===== config.mk =====
export PLATFORM = sky130hd
export DESIGN_NAME = e203_exu_flush_ctrl
export DESIGN_NICKNAME = d
export VERILOG_FILES = /design/src/rtl/e203_exu_flush_ctrl_pkg.sv /design/src/rtl/e203_exu_flush_pld_reg.sv /design/src/rtl/e203_exu_flush_ctrl.sv
export SDC_FILE = /design/constraint.sdc
export NUM_CORES = 1
export LEC_CHECK = 0
export ABC_AREA = 1
export CORE_MARGIN = 4
export CORE_UTILIZATION = 25
export DETAILED_ROUTE_END_ITERATION = 7
export GPL_ROUTABILITY_DRIVEN = 0
export HOLD_SLACK_MARGIN = 0.05
export PLACE_DENSITY = 0.64
export REMOVE_ABC_BUFFERS = 1
export SYNTH_ARGS = -nofsm -noshare
export SYNTH_HDL_FRONTEND = slang
export SYNTH_SLANG_ARGS = --single-unit

===== constraint.sdc =====
create_clock -name clk -period 1.8 [get_ports clk]
set_input_delay 0.54 -clock clk [delete_from_list [all_inputs] [get_ports clk]]
set_output_delay 0.54 -clock clk [all_outputs]
set_load 0.02 [all_outputs]

===== src/rtl/e203_exu_flush_ctrl_pkg.sv =====
// Shared definitions for the EXU flush arbiter.
// Holds the flush FSM state encoding, the flush-source encoding and the
// default operand/PC width, which is tied to the core PC size.
package e203_exu_flush_ctrl_pkg;

    localparam int E203_PC_SIZE = 32;
    localparam int FLUSH_PC_W   = E203_PC_SIZE;

    typedef enum logic {
        FLUSH_IDLE = 1'b0,
        FLUSH_HOLD = 1'b1
    } flush_state_e;

    typedef enum logic {
        FLUSH_SRC_EXCP = 1'b0,
        FLUSH_SRC_BRCH = 1'b1
    } flush_src_e;

endpackage


===== src/rtl/e203_exu_flush_pld_reg.sv =====
// Enable-load payload register for the flush arbiter.
// Ports:
//   clk, rst_n : clock, asynchronous active-low reset (clears to 0)
//   ld_en      : load d into q this cycle
//   d          : next payload value
//   q          : held payload value
module e203_exu_flush_pld_reg #(
    parameter int PC_W = 32
) (
    input  logic            clk,
    input  logic            rst_n,
    input  logic            ld_en,
    input  logic [PC_W-1:0] d,
    output logic [PC_W-1:0] q
);

    always_ff @(posedge clk or negedge rst_n) begin
        if (!rst_n) begin
            q <= '0;
        end else if (ld_en) begin
            q <= d;
        end
    end

endmodule


===== src/rtl/e203_exu_flush_ctrl.sv =====
// Registered flush arbiter between the commit-stage flush sources and the
// IFU flush port. Grants at most one flush source per cycle (exception over
// branch), latches the adder operands, and holds a stable pipe_flush_req
// plus payload until the IFU acknowledges it. A held branch flush may be
// replaced by an exception flush; a held exception flush is never replaced.
//
// Optional feature macro: E203_FLUSH_PC_EN adds the *_flush_pc inputs and
// the held pipe_flush_pc register/output.
//
// Ports:
//   clk, rst_n                      : clock, asynchronous active-low reset
//   excp_flush_req/ack/op1/op2[/pc] : exception/IRQ flush source
//   brch_flush_req/ack/op1/op2[/pc] : branch/mret/dret/fence.i flush source
//   pipe_flush_req/ack              : registered flush handshake to the IFU
//   pipe_flush_add_op1/op2[/pc]     : held flush payload
//   flush_src                       : 0 = exception, 1 = branch
//   flush_pulse                     : flush accepted by the IFU this cycle
//   preempt_evt                     : held branch flush replaced by exception
//   busy                            : a flush is being held
//
// State | meaning
// ------+---------------------------------------------------------------
// IDLE  | no flush held; next request is granted immediately
// HOLD  | a flush is presented to the IFU and frozen until pipe_flush_ack
module e203_exu_flush_ctrl
    import e203_exu_flush_ctrl_pkg::*;
#(
    parameter int PC_W = E203_PC_SIZE
) (
    input  logic            clk,
    input  logic            rst_n,

    input  logic            excp_flush_req,
    output logic            excp_flush_ack,
    input  logic [PC_W-1:0] excp_flush_op1,
    input  logic [PC_W-1:0] excp_flush_op2,
`ifdef E203_FLUSH_PC_EN
    input  logic [PC_W-1:0] excp_flush_pc,
`endif

    input  logic            brch_flush_req,
    output logic            brch_flush_ack,
    input  logic [PC_W-1:0] brch_flush_op1,
    input  logic [PC_W-1:0] brch_flush_op2,
`ifdef E203_FLUSH_PC_EN
    input  logic [PC_W-1:0] brch_flush_pc,
`endif

    output logic            pipe_flush_req,
    input  logic            pipe_flush_ack,
    output logic [PC_W-1:0] pipe_flush_add_op1,
    output logic [PC_W-1:0] pipe_flush_add_op2,
`ifdef E203_FLUSH_PC_EN
    output logic [PC_W-1:0] pipe_flush_pc,
`endif

    output logic            flush_src,
    output logic            flush_pulse,
    output logic            preempt_evt,
    output logic            busy
);

    flush_state_e state_q, state_nxt;
    flush_src_e   src_q, src_nxt;
    logic         hold;
    logic         slot_free;
    logic         load;

    assign hold = (state_q == FLUSH_HOLD);

    // A new grant is possible when nothing is held or the held flush is
    // completing this cycle.
    assign slot_free = !hold || pipe_flush_ack;

    always_comb begin
        state_nxt      = state_q;
        src_nxt        = src_q;
        excp_flush_ack = 1'b0;
        brch_flush_ack = 1'b0;
        preempt_evt    = 1'b0;

        if (slot_free) begin
            if (excp_flush_req) begin
                excp_flush_ack = 1'b1;
                src_nxt        = FLUSH_SRC_EXCP;
                state_nxt      = FLUSH_HOLD;
            end else if (brch_flush_req) begin
                brch_flush_ack = 1'b1;
                src_nxt        = FLUSH_SRC_BRCH;
                state_nxt      = FLUSH_HOLD;
            end else begin
                state_nxt      = FLUSH_IDLE;
            end
        end else if ((src_q == FLUSH_SRC_BRCH) && excp_flush_req) begin
            // Exception supersedes a branch flush the IFU has not taken yet.
            excp_flush_ack = 1'b1;
            preempt_evt    = 1'b1;
            src_nxt        = FLUSH_SRC_EXCP;
        end
    end

    always_ff @(posedge clk or negedge rst_n) begin
        if (!rst_n) begin
            state_q <= FLUSH_IDLE;
            src_q   <= FLUSH_SRC_EXCP;
        end else begin
            state_q <= state_nxt;
            src_q   <= src_nxt;
        end
    end

    assign load = excp_flush_ack || brch_flush_ack;

    logic [PC_W-1:0] op1_d, op2_d;
    assign op1_d = excp_flush_ack ? excp_flush_op1 : brch_flush_op1;
    assign op2_d = excp_flush_ack ? excp_flush_op2 : brch_flush_op2;

    e203_exu_flush_pld_reg #(.PC_W(PC_W)) u_op1_reg (
        .clk   (clk),
        .rst_n (rst_n),
        .ld_en (load),
        .d     (op1_d),
        .q     (pipe_flush_add_op1)
    );

    e203_exu_flush_pld_reg #(.PC_W(PC_W)) u_op2_reg (
        .clk   (clk),
        .rst_n (rst_n),
        .ld_en (load),
        .d     (op2_d),
        .q     (pipe_flush_add_op2)
    );

`ifdef E203_FLUSH_PC_EN
    logic [PC_W-1:0] pc_d;
    assign pc_d = excp_flush_ack ? excp_flush_pc : brch_flush_pc;

    e203_exu_flush_pld_reg #(.PC_W(PC_W)) u_pc_reg (
        .clk   (clk),
        .rst_n (rst_n),
        .ld_en (load),
        .d     (pc_d),
        .q     (pipe_flush_pc)
    );
`endif

    assign busy           = hold;
    assign pipe_flush_req = hold;
    assign flush_src      = src_q;
    assign flush_pulse    = hold && pipe_flush_ack;

endmodule

==> Word level (Yosys, flattened, before mapping) <==
Index checks and enable logic that the tools add are counted.
{ "op_classes": {"n_addsub": 0, "multipliers": 0, "div": 0, "n_lt_le_gt_ge": 0, "n_eq_ne": 1, "shifts": 0, "n_mux": 14, "n_bitwise": 0, "reduce_logical": 7} }
{ "op_table": {"columns": ["op", "count"], "rows": [
  ["two-way mux 32 bit", 2],
  ["two-way mux 1 bit", 12],
  ["!= test 3 bit (second input constant)", 1],
  ["logical AND 1 bit", 2],
  ["logical OR 1 bit", 2],
  ["AND reduction 2 bit", 1],
  ["nonzero test 2 bit", 1],
  ["zero test 1 bit", 1]
]} }
{ "word_totals": {"regBits": 66, "latch_bits": 0, "ram_bits": 0, "rom_bits": 0, "in_bits": 133, "out_inout_bits": 71, "wordCells": 26, "memories": 0} }

==> Longest topological paths before layout <==
Gate-level depths: netlist of the first run.
{ "logic_depth": {"ltp_word": 4, "ltp_mapped": 8, "ltp_nobuf": 6} }

==> Hierarchy <==
From an unflattened synthesis of the first run, not the netlist that was laid out.
{ "unflattened": {"cells_unflattened": 505, "hier_area_um2": 3677.3} }
{ "modules_own_cells": {"columns": ["mod", "instances", "cells_each", "area_each_um2", "seq_area_each_um2"], "rows": [
  ["e203_exu_flush_pld_reg", 2, 136, 1292.5, 800.8],
  ["e203_exu_flush_ctrl", 1, 233, 1092.3, 50.0]
]} }

==> Worst setup path after synthesis of the first run <==
OpenSTA, ideal clock, no wires.
{ "synth_timing": {"kind": "input -> output", "startpoint": "in excp_flush_req", "endpoint": "out preempt_evt", "arrival_time_ns": 1.401, "required_time_ns": 1.260, "setup_slack_ns": -0.141, "cell_stages": 5, "path_buffers": 3, "cell_sequence": "buf_2 > buf_2 > buf_2 > nand2_1 > nor2_1"} }
{ "synth_between": {"elab_chain_cells": 3} }
{ "synth_lines": {"columns": ["element", "line_no", "text"], "rows": [
  ["start: declaration", "e203_exu_flush_ctrl.sv:33", "input logic excp_flush_req,"],
  ["logical AND 1 bit", "e203_exu_flush_ctrl.sv:94", "end else if ((src_q == FLUSH_SRC_BRCH) && excp_flush_req) begin"],
  ["two-way mux 1 bit", "e203_exu_flush_ctrl.sv:94", null],
  ["two-way mux 1 bit", "e203_exu_flush_ctrl.sv:82", "if (slot_free) begin"],
  ["end: declaration", "e203_exu_flush_ctrl.sv:59", "output logic preempt_evt,"]
]} }
Every way passes these cells.

==> Worst setup path after layout of the first run <==
{ "layout_timing": {"startpoint": "reg state_q (netlist: busy)", "endpoint": "out excp_flush_ack"} }
{ "layout_between": {"elab_chain_cells": 3} }
{ "layout_lines": {"columns": ["element", "line_no", "text"], "rows": [
  ["start: declaration", "e203_exu_flush_ctrl.sv:63", "flush_state_e state_q, state_nxt;"],
  ["start signal: assignment", "e203_exu_flush_ctrl.sv:107", "state_q <= state_nxt;"],
  ["zero test 1 bit", "e203_exu_flush_ctrl.sv:73", "assign slot_free = !hold || pipe_flush_ack;"],
  ["logical OR 1 bit", "e203_exu_flush_ctrl.sv:73", null],
  ["two-way mux 1 bit", "e203_exu_flush_ctrl.sv:82", null],
  ["end: declaration", "e203_exu_flush_ctrl.sv:34", "output logic excp_flush_ack,"]
]} }
Every way passes these cells.

==> results.env, run 1 <==
MET2_USAGE_PCT=23.0
CLOCK_TREE.ROOT_CELL='clkbuf_16'
OUTCOME='finished clean'
CRIT-REG2REG-CAPTURE='u_op2_reg.q[31]$_DFFE_PN0P_'
FIN_NETS=894
YS_SEQ_ELEMENTS=66
SYNTH.DISTINCT_CELLS=14
P_LEAK_nW=3.29
GLOBAL_ROUTE.USAGE.TOTAL_PCT=14.9
SYN-INSTANCE-COUNT=580
AVGROUTEDWIREPERCELL_UM=14.0
ROUTE.DETAILED.DRC=0
SYNTH_TOP_CELLS_BY_COUNT='nand2_1 (196), nand3_1 (192), inv_1 (67)'
PLACEMENT.IO_BUFFERS=203
CRIT_ARRIVAL_NS=1.24
YS.WARNINGS.COUNT=0
COREAREA_UM2=15300
GRT_SETUP_UNREPAIRED='yes'
VIA_PER_INST=4.37
SYNTH_MUX_AREA_SHARE_PCT=0
STDCELL_COUNT=976
MAXCLOCKFREQUENCY_MHz=561
SYNTH_TOP_FAMILY_BY_AREA='simple AND/OR/NAND/NOR gates'
TIMING.CLOCK.SKEW_NS=0.00965
SITE_ROW_COUNT=45
POST-ROUTE-MIN-PERIOD_NS=1.78
PLACE_INST=958
RR_WORST_DEPTH=8
SYNTH_MOST_COMMON_CELL='nand2_1'
FRACTION_OF_SYNTHESIZED_CELL_AREA_IN_XOR_AND_XNOR_CELLS_PCT=0
DRTANTENNAVIOLNETS=0
MAX_CAP_VIOLATIONS=0
CRIT-REG2REG-LAUNCH='busy$_DFFE_PN0P_'
LAYOUT.CORE_UTILIZATION_PCT=41.1
FINALPOWER_mW=5.00
HOLDWS_NS=0.137
INITIAL_UTILIZATION_PCT=25.7
MET1_USE_GR_PCT=20.0
SLEW-LIMIT-HEADROOM_PCT=50.6
FINALHOLDVIOLCOUNT=0
COMPOUND_GATE_FRACTION_OF_SYNTH_AREA_PCT=0.127
CLK-INSERTION-DELAY-LATE_NS=0.33
PROPORTION_OF_SYNTHESIZED_FLIP_FLOPS_HAVING_ASYNCHRONOUS_SET_OR_RESET_PCT=100
SYNTH_AREA_PER_CELL_UM2=6.78
GRT_PASS1_WL_MM=21.4
CRITICAL_PATH_CLASS='reg -> out'
YOSYS-TOP-CELLS-AREA='dfrtp_1 (42%), nand3_1 (24%), nand2_1 (19%)'
VIA_COUNT_OF_THE_FIRST_GLOBAL_ROUTING_PASS=3993
DRT_WL_TOTAL_MM=13.7
NETLIST_AREA_UM2=3930
POST_CTS_HOLD_BUFFER_COUNT=0
VIA_COUNT_OF_THE_ROUTED_DESIGN=4261
FLOORPLAN.IO_PINS=204
WORSTMARGINPINSLEW_NS=0.740
SYNTH.TOP_CELL.AREA_SHARE_PCT=42.0
SYNTH-SEQ-AREA-SHARE_PCT=42.0
FINAL_TOTAL_NEGATIVE_SETUP_SLACK_NS=0
MIN-DELAY-PATH-CLASS='in -> async'
HTREE_LEVELS=3
FINAL_MIN_PERIOD_OVER_CLOCK_PERIOD_PCT=99.0
GRT_OVERFLOW=0
CRITICAL_PATH.ENDPOINT_TYPE='output port'
CP_MAX_FO=3
DIE_H_UM=133
CTS_MADE_BUFFERS=9
ANTENNA_DIODE_INSTANCE_COUNT=0
LAYOUT-AREA-OVERHEAD-VS-SYNTH_PCT=59.8
TIMING.FINAL.MAX_SLEW_VIOLATIONS=0
HPWL_MM=9.38
CRITPATHREQUIREDTIME_NS=1.26
MOST_CROWDED_LAYER_AFTER_GLOBAL_ROUTING='met2'
ADDER_CELL_SHARE_OF_THE_SYNTHESIZED_AREA_PCT=0
GR-USAGE-MET3_PCT=5.17
SYNTH_FF_TYPE='dfrtp_1'
NUMBER_OF_ANTENNA_VIOLATIONS_AT_THE_FIRST_CHECK_IN_GLOBAL_ROUTING=0
DETAILEDROUTE.FIRSTITERATIONVIOLATIONS=286
FINALSETUPVIOLCOUNT=0
CHIP_WIDTH_UM=133
DIE_FOOTPRINT_UM2=17800
SYNTH_EDF_COUNT=0
YOSYS.AREA_SHARE.SIMPLE_PCT=44.0
POWER.IR.VDD_WORST_mV=0.439
WORST_SETUP_PATH_START_KIND='flop'
GRT_START_MAX_NET_PINS=68
DRIVE_ABOVE_1_SHARE_PCT=6.27
PATH_CLK_SLEW_NS=0.06
R2R_SETUP_SLACK_NS=0.09
CLK_PATH_BUF_DEPTH=2
FIRST_PASS_ITERS=5
CLOCK-SINKS=66
CTS_TREE='done'
YOSYSTOPAREACELL='dfrtp_1'
POWER_PER_CELL_AREA_nW_PER_UM2=795
[logic make-up after synthesis]
logic type / Yosys count
buffers and inverters: 119
AO/OA/AOI/OAI: 1
flip-flops: 66
AND/OR/NAND/NOR: 394
[cell type report]
| cell class | count | area [µm²] |
|---|---|---|
| Sequential cell | 66 | 1650 |
| Clock buffer | 11 | 233 |
| Clock inverter | 4 | 20.0 |
| Timing Repair Buffer | 221 | 2100 |
| Tap cell | 211 | 264 |
| Fill cell | 1637 | 9030 |
| Inverter | 68 | 255 |
| Multi-Input combinational cell | 395 | 1760 |
[routing by layer]
metal,wire [µm],vias up
met2,6070,167
met4,136,0
met1,6110,1894
met5,0,-
met3,1340,10
li1,-,2190
[per-stage QoR]
step	worst slack, ns	instance area (µm²)
after floorplan	-1.89	3640
final	0.0178	6290
after global routing	-0.0432	6290
after detailed placement	-0.665	6070
after global placement	-0.665	6070
after CTS	-0.0336	6250
[critical path, cell delays in order (launching register included)]
cell and delay [ns]:
dfrtp_1 0.39, buf_6 0.14, buf_6 0.11, nand3_4 0.08, nand2_4 0.05, inv_2 0.05
buf_6 0.10
[registers in the layout (all words and copies together), names as in the netlist]
name,cells
busy,1
flush_src,1
u_op1_reg.q,32
u_op2_reg.q,32
[cells in the final DEF, fill, tap and decap left out, drive strengths merged]
| master | n |
|---|---|
| nand2 | 198 |
| dlygate4sd2 | 65 |
| inv | 68 |
| clkbuf | 11 |
| a21oi | 1 |
| nand3 | 193 |
| buf | 26 |
| clkdlybuf4s15 | 2 |
| dfrtp | 66 |
| clkinv | 4 |
| clkdlybuf4s50 | 128 |
| nor2 | 3 |
[worst max-delay path by stage]
stage	startpoint	depth (start not counted)	end	slack, ns
after floorplan	busy$_DFFE_PN0P_	3	excp_flush_ack	-1.89
after global placement	pipe_flush_ack	6	brch_flush_ack	-0.67
after detailed placement	pipe_flush_ack	6	brch_flush_ack	-0.67
after CTS	busy$_DFFE_PN0P_	6	excp_flush_ack	-0.03
after global routing	busy$_DFFE_PN0P_	6	excp_flush_ack	-0.04
final	busy$_DFFE_PN0P_	6	excp_flush_ack	0.02
[repair_timing]
item | 4_1_cts | 5_1_grt
setup endpoints to repair | 135 | 42
resized for setup | 93 | 8
setup buffers | 2 | 1
[report_power, final]
part / internal [mW] / switching [mW] / leakage, nW / total, mW
combinational: 0.707 / 0.949 / 2.40 / 1.66
sequential: 1.71 / 0.107 / 0.764 / 1.82
clock: 0.914 / 0.611 / 0.129 / 1.52
total: 3.33 / 1.67 / 3.29 / 5.00
(Power assumes the default switching activity.)
==> run 2: changes to the inputs <==
--- a/config.mk
+++ b/config.mk
@@ -11,8 +11,9 @@
 export DETAILED_ROUTE_END_ITERATION = 7
 export GPL_ROUTABILITY_DRIVEN = 0
 export HOLD_SLACK_MARGIN = 0.05
-export PLACE_DENSITY = 0.64
+export PLACE_DENSITY = 0.65
 export REMOVE_ABC_BUFFERS = 1
 export SYNTH_ARGS = -nofsm -noshare
 export SYNTH_HDL_FRONTEND = slang
+export SYNTH_HIERARCHICAL = 1
 export SYNTH_SLANG_ARGS = --single-unit
==> run 2 against run 1 <==
- maximum frequency is 1.9% higher
- non-clock buffer count is 1 lower
- cell area is 4.2% lower
- total power is 13% higher
- synthesized cell count is 13% lower
- clock-buffer cell count is 1 higher
- via count is 13% lower
- utilization is 0.56 points higher
- global-route usage is 0.91 points lower
- critical path type is now in -> out
- largest cell class unchanged
- largest power group is now clock
==> results.env, run 2 <==
SYNTH.DISTINCT_CELLS=17
DIE_H_UM=129
VIA_COUNT_OF_THE_FIRST_GLOBAL_ROUTING_PASS=3676
P_LEAK_nW=3.20
GRT_PASS1_WL_MM=18.5
POST_DETAILED_PLACEMENT_CELL_AREA_UM2=5740
DRT_WL_TOTAL_MM=11.9
CP_MAX_FO=2
CLK_PATH_BUF_DEPTH=2
MIN-DELAY-PATH-CLASS='in -> async'
YS_SEQ_ELEMENTS=66
CTS_TREE='done'
GRT_OVERFLOW=0
CLK-INSERTION-DELAY-LATE_NS=0.33
ROUTE.DETAILED.DRC=0
DRIVE_ABOVE_1_SHARE_PCT=9.52
POST_CTS_BUFFERS=0
HPWL_MM=8.47
FLOORPLAN.IO_PINS=204
LAYOUT_COMMONEST_CELL='nand2_1'
CHIP_WIDTH_UM=129
POST-ROUTE-MIN-PERIOD_NS=1.75
POWER_PER_CELL_AREA_nW_PER_UM2=936
SYNTH_EDF_COUNT=0
SYNTH_AREA_PER_CELL_UM2=7.28
GLOBAL_ROUTE.USAGE.TOTAL_PCT=14.0
PLACEMENT.IO_BUFFERS=203
ANTENNA_DIODE_INSTANCE_COUNT=0
R2R_SETUP_SLACK_NS=0.22
FINALHOLDVIOLCOUNT=0
DETAILEDROUTE.FIRSTITERATIONVIOLATIONS=154
TIMING.CLOCK.SKEW_NS=0.00785
FINALWORSTSETUPSLACK_NS=0.0507
CLOCK_TREE.ROOT_CELL='clkbuf_16'
SYNTH_MOST_COMMON_CELL='nand2_1'
NETLIST_AREA_UM2=3680
COREAREA_UM2=14500
SYNTH.TOP_CELL.AREA_SHARE_PCT=44.9
PROPORTION_OF_SYNTHESIZED_FLIP_FLOPS_HAVING_ASYNCHRONOUS_SET_OR_RESET_PCT=100
POST_CTS_HOLD_BUFFER_COUNT=0
PRECTSSETUPSLACK_NS=-0.651
HTREE_LEVELS=3
OUTCOME='finished clean'
STDCELL_COUNT=888
SYNTH_TOP_CELLS_BY_COUNT='nand2_1 (304), dfrtp_1 (66), nand3_1 (65)'
SYN-INSTANCE-COUNT=505
LEADING_CELL_TYPES_IN_THE_LAYOUT_FILL_AND_TAPS_EXCLUDED='nand2_1 (302), clkdlybuf4s50_1 (128), dlygate4sd2_1 (67)'
CRIT_ARRIVAL_NS=1.21
AVGROUTEDWIREPERCELL_UM=13.4
POWER.IR.VDD_WORST_mV=0.384
DRTANTENNAVIOLNETS=0
YOSYSTOPAREACELL='dfrtp_1'
VIA_COUNT_OF_THE_ROUTED_DESIGN=3728
SYNTH_FF_TYPE='dfrtp_1'
FINAL_MIN_PERIOD_OVER_CLOCK_PERIOD_PCT=97.2
GRT_SETUP_UNREPAIRED='yes'
PLACE_INST=872
FIRST_PASS_ITERS=4
CRITPATHREQUIREDTIME_NS=1.26
WORST_SETUP_PATH_START_KIND='primary input'
CLOCK-SINKS=66
NUMBER_OF_ANTENNA_VIOLATIONS_AT_THE_FIRST_CHECK_IN_GLOBAL_ROUTING=0
SITE_ROW_COUNT=44
TIMING.FINAL.MAX_SLEW_VIOLATIONS=0
LAYOUT.CORE_UTILIZATION_PCT=41.6
VIA_PER_INST=4.20
WORSTMARGINPINSLEW_NS=0.692
CTS_MADE_BUFFERS=9
YOSYS-TOP-CELLS-AREA='dfrtp_1 (45%), nand2_1 (31%), nand3_1 (8.8%)'
SYNTH-SEQ-AREA-SHARE_PCT=44.9
GRT_START_MAX_NET_PINS=67
CRITICAL_PATH_CLASS='in -> out'
POST-ROUTE-CELL-AREA_UM2=6020
FIN_NETS=832
FINAL_TOTAL_NEGATIVE_SETUP_SLACK_NS=0
LAYOUT-AREA-OVERHEAD-VS-SYNTH_PCT=63.8
FINALSETUPVIOLCOUNT=0
LAYOUT_TOP_REGISTERS='u_op1_reg/q: 32 flops, u_op2_reg/q: 32 flops'
SLEW-LIMIT-HEADROOM_PCT=53.8
DIE_FOOTPRINT_UM2=16700
PATH_CLK_SLEW_NS=0.06
CRITICAL_PATH.ENDPOINT_TYPE='output port'
INITIAL_UTILIZATION_PCT=25.4
MAX_CAP_VIOLATIONS=0
YS.WARNINGS.COUNT=6
MAXCLOCKFREQUENCY_MHz=572
==> run 2: what timing repair did <==
action | in CTS | in global routing
setup endpoints to repair | 135 | 70
resized for setup | 91 | 8
pin swaps | 1 | 0
==> run 2: power by group <==
group / internal [mW] / switching [mW]
combinational: 0.743 / 0.976
clock: 1.43 / 0.623
sequential: 1.74 / 0.134
total: 3.91 / 1.73
==> run 2: area by class of cell <==
cell class / count / area [µm²]
clock buffer: 12 / 256
clock inverter: 4 / 97.6
fill: 1572 / 8450
inverter: 8 / 45.0
multi-input combinational: 394 / 1630
sequential: 66 / 1650
tap: 184 / 230
timing repair buffer: 220 / 2110
==> run 2: logic make-up after synthesis <==
group | count (synthesis) | share of synthesized area, %
simple gates | 393 | 44.0
flops | 66 | 44.9
buf+inv | 45 | 11.0
compound gates | 1 | 0.136
==> run 2: path summary, 6_finish.rpt <==
| path | start | end | depth (start not counted) |
|---|---|---|---|
| setup / recovery | pipe_flush_ack | excp_flush_ack | 6 |
| hold / removal | rst_n | u_op2_reg/q[3]$_DFFE_PN0P_ | 2 |
| setup reg to reg | flush_src$_DFFE_PN0P_ | u_op2_reg/q[18]$_DFFE_PN0P_ | 9 |
| hold reg to reg | u_op1_reg/q[26]$_DFFE_PN0P_ | u_op1_reg/q[26]$_DFFE_PN0P_ | 2 |
| max in group asynchronous | rst_n | u_op2_reg/q[20]$_DFFE_PN0P_ | 2 |
| min in group clk | u_op1_reg/q[26]$_DFFE_PN0P_ | u_op1_reg/q[26]$_DFFE_PN0P_ | 2 |
==> run 2: per-stage QoR <==
step / hold WS (ns) / total power, mW
6_report: 0.197 / 5.64
5_1_grt: 0.218 / 5.98
4_1_cts: 0.218 / 5.74
3_5_place_dp: 0.457 / 3.84
3_3_place_gp: 0.453 / 3.82
2_1_floorplan: 0.244 / 2.72
==> run 2: worst max-delay path, stage by stage <==
cell and delay [ns]:
dlygate4sd2_1 0.25, inv_2 0.07, nand3_2 0.08, nand2_2 0.09, inv_1 0.05, buf_6 0.12
==> run 2: layer usage <==
metal / track usage [%] / up-vias / share of wire (%)
li1: - / 1944 / -
met1: 17.5 / 1658 / 42
met2: 23.4 / 115 / 48
met3: 4.41 / 11 / 8.3
met4: 3.95 / 0 / 1.4
met5: 0 / - / 0
==> run 3: changes to the inputs <==
--- a/config.mk
+++ b/config.mk
@@ -8,6 +8,7 @@
 export ABC_AREA = 1
 export CORE_MARGIN = 4
 export CORE_UTILIZATION = 25
+export CTS_BUF_LIST = sky130_fd_sc_hd__clkbuf_4 sky130_fd_sc_hd__clkbuf_8
 export DETAILED_ROUTE_END_ITERATION = 7
 export GPL_ROUTABILITY_DRIVEN = 0
 export HOLD_SLACK_MARGIN = 0.05
==> run 3 against run 2 <==
- sequential share of layout area rose by 0.19 points
- clock skew up 0.0011 ns
- critical path depth decreased by 1
- sequential power is essentially flat
- critical path type unchanged
- largest cell class unchanged
==> results.env, run 3 (synthesized netlist as in run 2, its figures left out) <==
OUTCOME='finished clean'
PLACE_INST=872
FIN_NETS=833
CRITICAL_PATH.ENDPOINT_TYPE='output port'
POST_CTS_HOLD_BUFFER_COUNT=0
P_LEAK_nW=3.18
VIA_COUNT_OF_THE_ROUTED_DESIGN=3727
CRITPATHREQUIREDTIME_NS=1.26
RR_WORST_DEPTH=9
WORST-PATH-BUF-INV=3
LAYOUT_COMMONEST_CELL='nand2_1'
POWER.IR.VDD_WORST_mV=0.432
LAYOUT_TOP_REGISTERS='u_op1_reg/q: 32 flops, u_op2_reg/q: 32 flops'
FIRST_PASS_ITERS=4
LEADING_CELL_TYPES_IN_THE_LAYOUT_FILL_AND_TAPS_EXCLUDED='nand2_1 (302), clkdlybuf4s50_1 (128), dlygate4sd2_1 (67)'
FILL_CELLS=1573
CLK-INSERTION-DELAY-LATE_NS=0.34
CP_MAX_FO=3
PRECTSSETUPSLACK_NS=-0.651
STDCELL_COUNT=889
VIA_PER_INST=4.19
FINALSETUPVIOLCOUNT=0
PLACEMENT.IO_BUFFERS=203
SITE_ROW_COUNT=44
CPPEAKSTAGEDELAY_NS=0.25
GRT_OVERFLOW=0
CRIT_ARRIVAL_NS=1.23
PATH_CLK_SLEW_NS=0.08
CTS_MADE_BUFFERS=9
GRT_START_MAX_NET_PINS=67
GRT_PASS1_WL_MM=18.5
TIMING.FINAL.MAX_SLEW_VIOLATIONS=0
POST-ROUTE-MIN-PERIOD_NS=1.77
WORST_SETUP_PATH_START_KIND='primary input'
HPWL_MM=8.47
DIE_H_UM=129
ROUTE.DETAILED.DRC=0
ANTENNA_DIODE_INSTANCE_COUNT=0
DRIVE_ABOVE_1_SHARE_PCT=10.2
CRIT_FAMILY='buffers and inverters'
LAYOUT-AREA-OVERHEAD-VS-SYNTH_PCT=62.7
DRT_WL_TOTAL_MM=11.9
DIE_FOOTPRINT_UM2=16700
TIMING.CRITICAL_PATH.SLOWEST_STAGE_CELL='dlygate4sd2_1'
FINALHOLDVIOLCOUNT=0
COREAREA_UM2=14500
CRITICAL_PATH_CLASS='in -> out'
WORSTMARGINPINSLEW_NS=0.527
CHIP_WIDTH_UM=129
MAXCLOCKFREQUENCY_MHz=565
INITIAL_UTILIZATION_PCT=25.4
GLOBAL_ROUTE.USAGE.TOTAL_PCT=14.0
HTREE_LEVELS=3
CLOCK-SINKS=66
SLEW-LIMIT-HEADROOM_PCT=64.8
LAYOUT.CORE_UTILIZATION_PCT=41.3
MAX_CAP_VIOLATIONS=0
CLOCK_TREE.ROOT_CELL='clkbuf_8'
VIA_COUNT_OF_THE_FIRST_GLOBAL_ROUTING_PASS=3696
AVGROUTEDWIREPERCELL_UM=13.3
HOLDWS_NS=0.150
NUMBER_OF_ANTENNA_VIOLATIONS_AT_THE_FIRST_CHECK_IN_GLOBAL_ROUTING=0
TIMING.CLOCK.SKEW_NS=0.00898
FLOORPLAN.IO_PINS=204
FINAL_MIN_PERIOD_OVER_CLOCK_PERIOD_PCT=98.3
DETAILEDROUTE.FIRSTITERATIONVIOLATIONS=167
GRT_SETUP_UNREPAIRED='yes'
MIN-DELAY-PATH-CLASS='in -> async'
CTS_TREE='done'
PATH_DEPTH=5
CP_CELL_SEQUENCE='dlygate4sd2_1 -> inv_2 -> nand2_4 -> nor3_4 -> buf_6'
FINALWORSTSETUPSLACK_NS=0.0297
DRTANTENNAVIOLNETS=0
POWER_PER_CELL_AREA_nW_PER_UM2=866
CLK_PATH_BUF_DEPTH=2
[run 3: routing by layer]
metal	up-vias	track usage, %	part of all wire [%]
li1	1944	-	-
met1	1663	17.4	43
met2	110	23.5	48
met3	10	4.16	8.0
met4	0	4.14	1.4
met5	-	0	0
[run 3: layout make-up]
class,instances,area [µm²],area share [%]
well taps,184,230,3.85
multi-input cells,394,1670,27.9
inverters,8,45.0,0.753
clock buffers,12,159,2.66
repair buffers,221,2130,35.6
flip-flops and latches,66,1650,27.6
clock inverters,4,97.6,1.63
[run 3: final timing paths]
path | start | endpoint | slack [ns]
min | rst_n | u_op2_reg/q[3]$_DFFE_PN0P_ | 0.15
min reg2reg | u_op1_reg/q[27]$_DFFE_PN0P_ | u_op1_reg/q[27]$_DFFE_PN0P_ | 0.47
min in group clk | u_op1_reg/q[27]$_DFFE_PN0P_ | u_op1_reg/q[27]$_DFFE_PN0P_ | 0.47
max | pipe_flush_ack | preempt_evt | 0.03
max in group asynchronous | rst_n | u_op2_reg/q[25]$_DFFE_PN0P_ | 1.28
max reg2reg | flush_src$_DFFE_PN0P_ | u_op2_reg/q[13]$_DFFE_PN0P_ | 0.17
[run 3: where the power goes]
| group | switching (mW) | internal (mW) |
|---|---|---|
| logic | 0.985 | 0.750 |
| clock network | 0.565 | 1.01 |
| registers | 0.134 | 1.73 |
| total | 1.68 | 3.50 |
[run 3: timing repair]
action / in CTS / in global routing
pin swaps: 1 / 2
cloned: 0 / 0
setup buffers: 1 / 0
endpoints found under the setup margin: 135 / 68
resized for setup: 94 / 16
[run 3: metrics by stage]
stage	power [mW]	area, µm²	setup TNS, ns
global route	5.52	5980	-0.0224
CTS	5.26	5940	0
floorplan	2.72	3320	-155.66
detailed placement	3.84	5740	-36.37
finish	5.18	5980	0
global placement	3.82	5740	-35.78
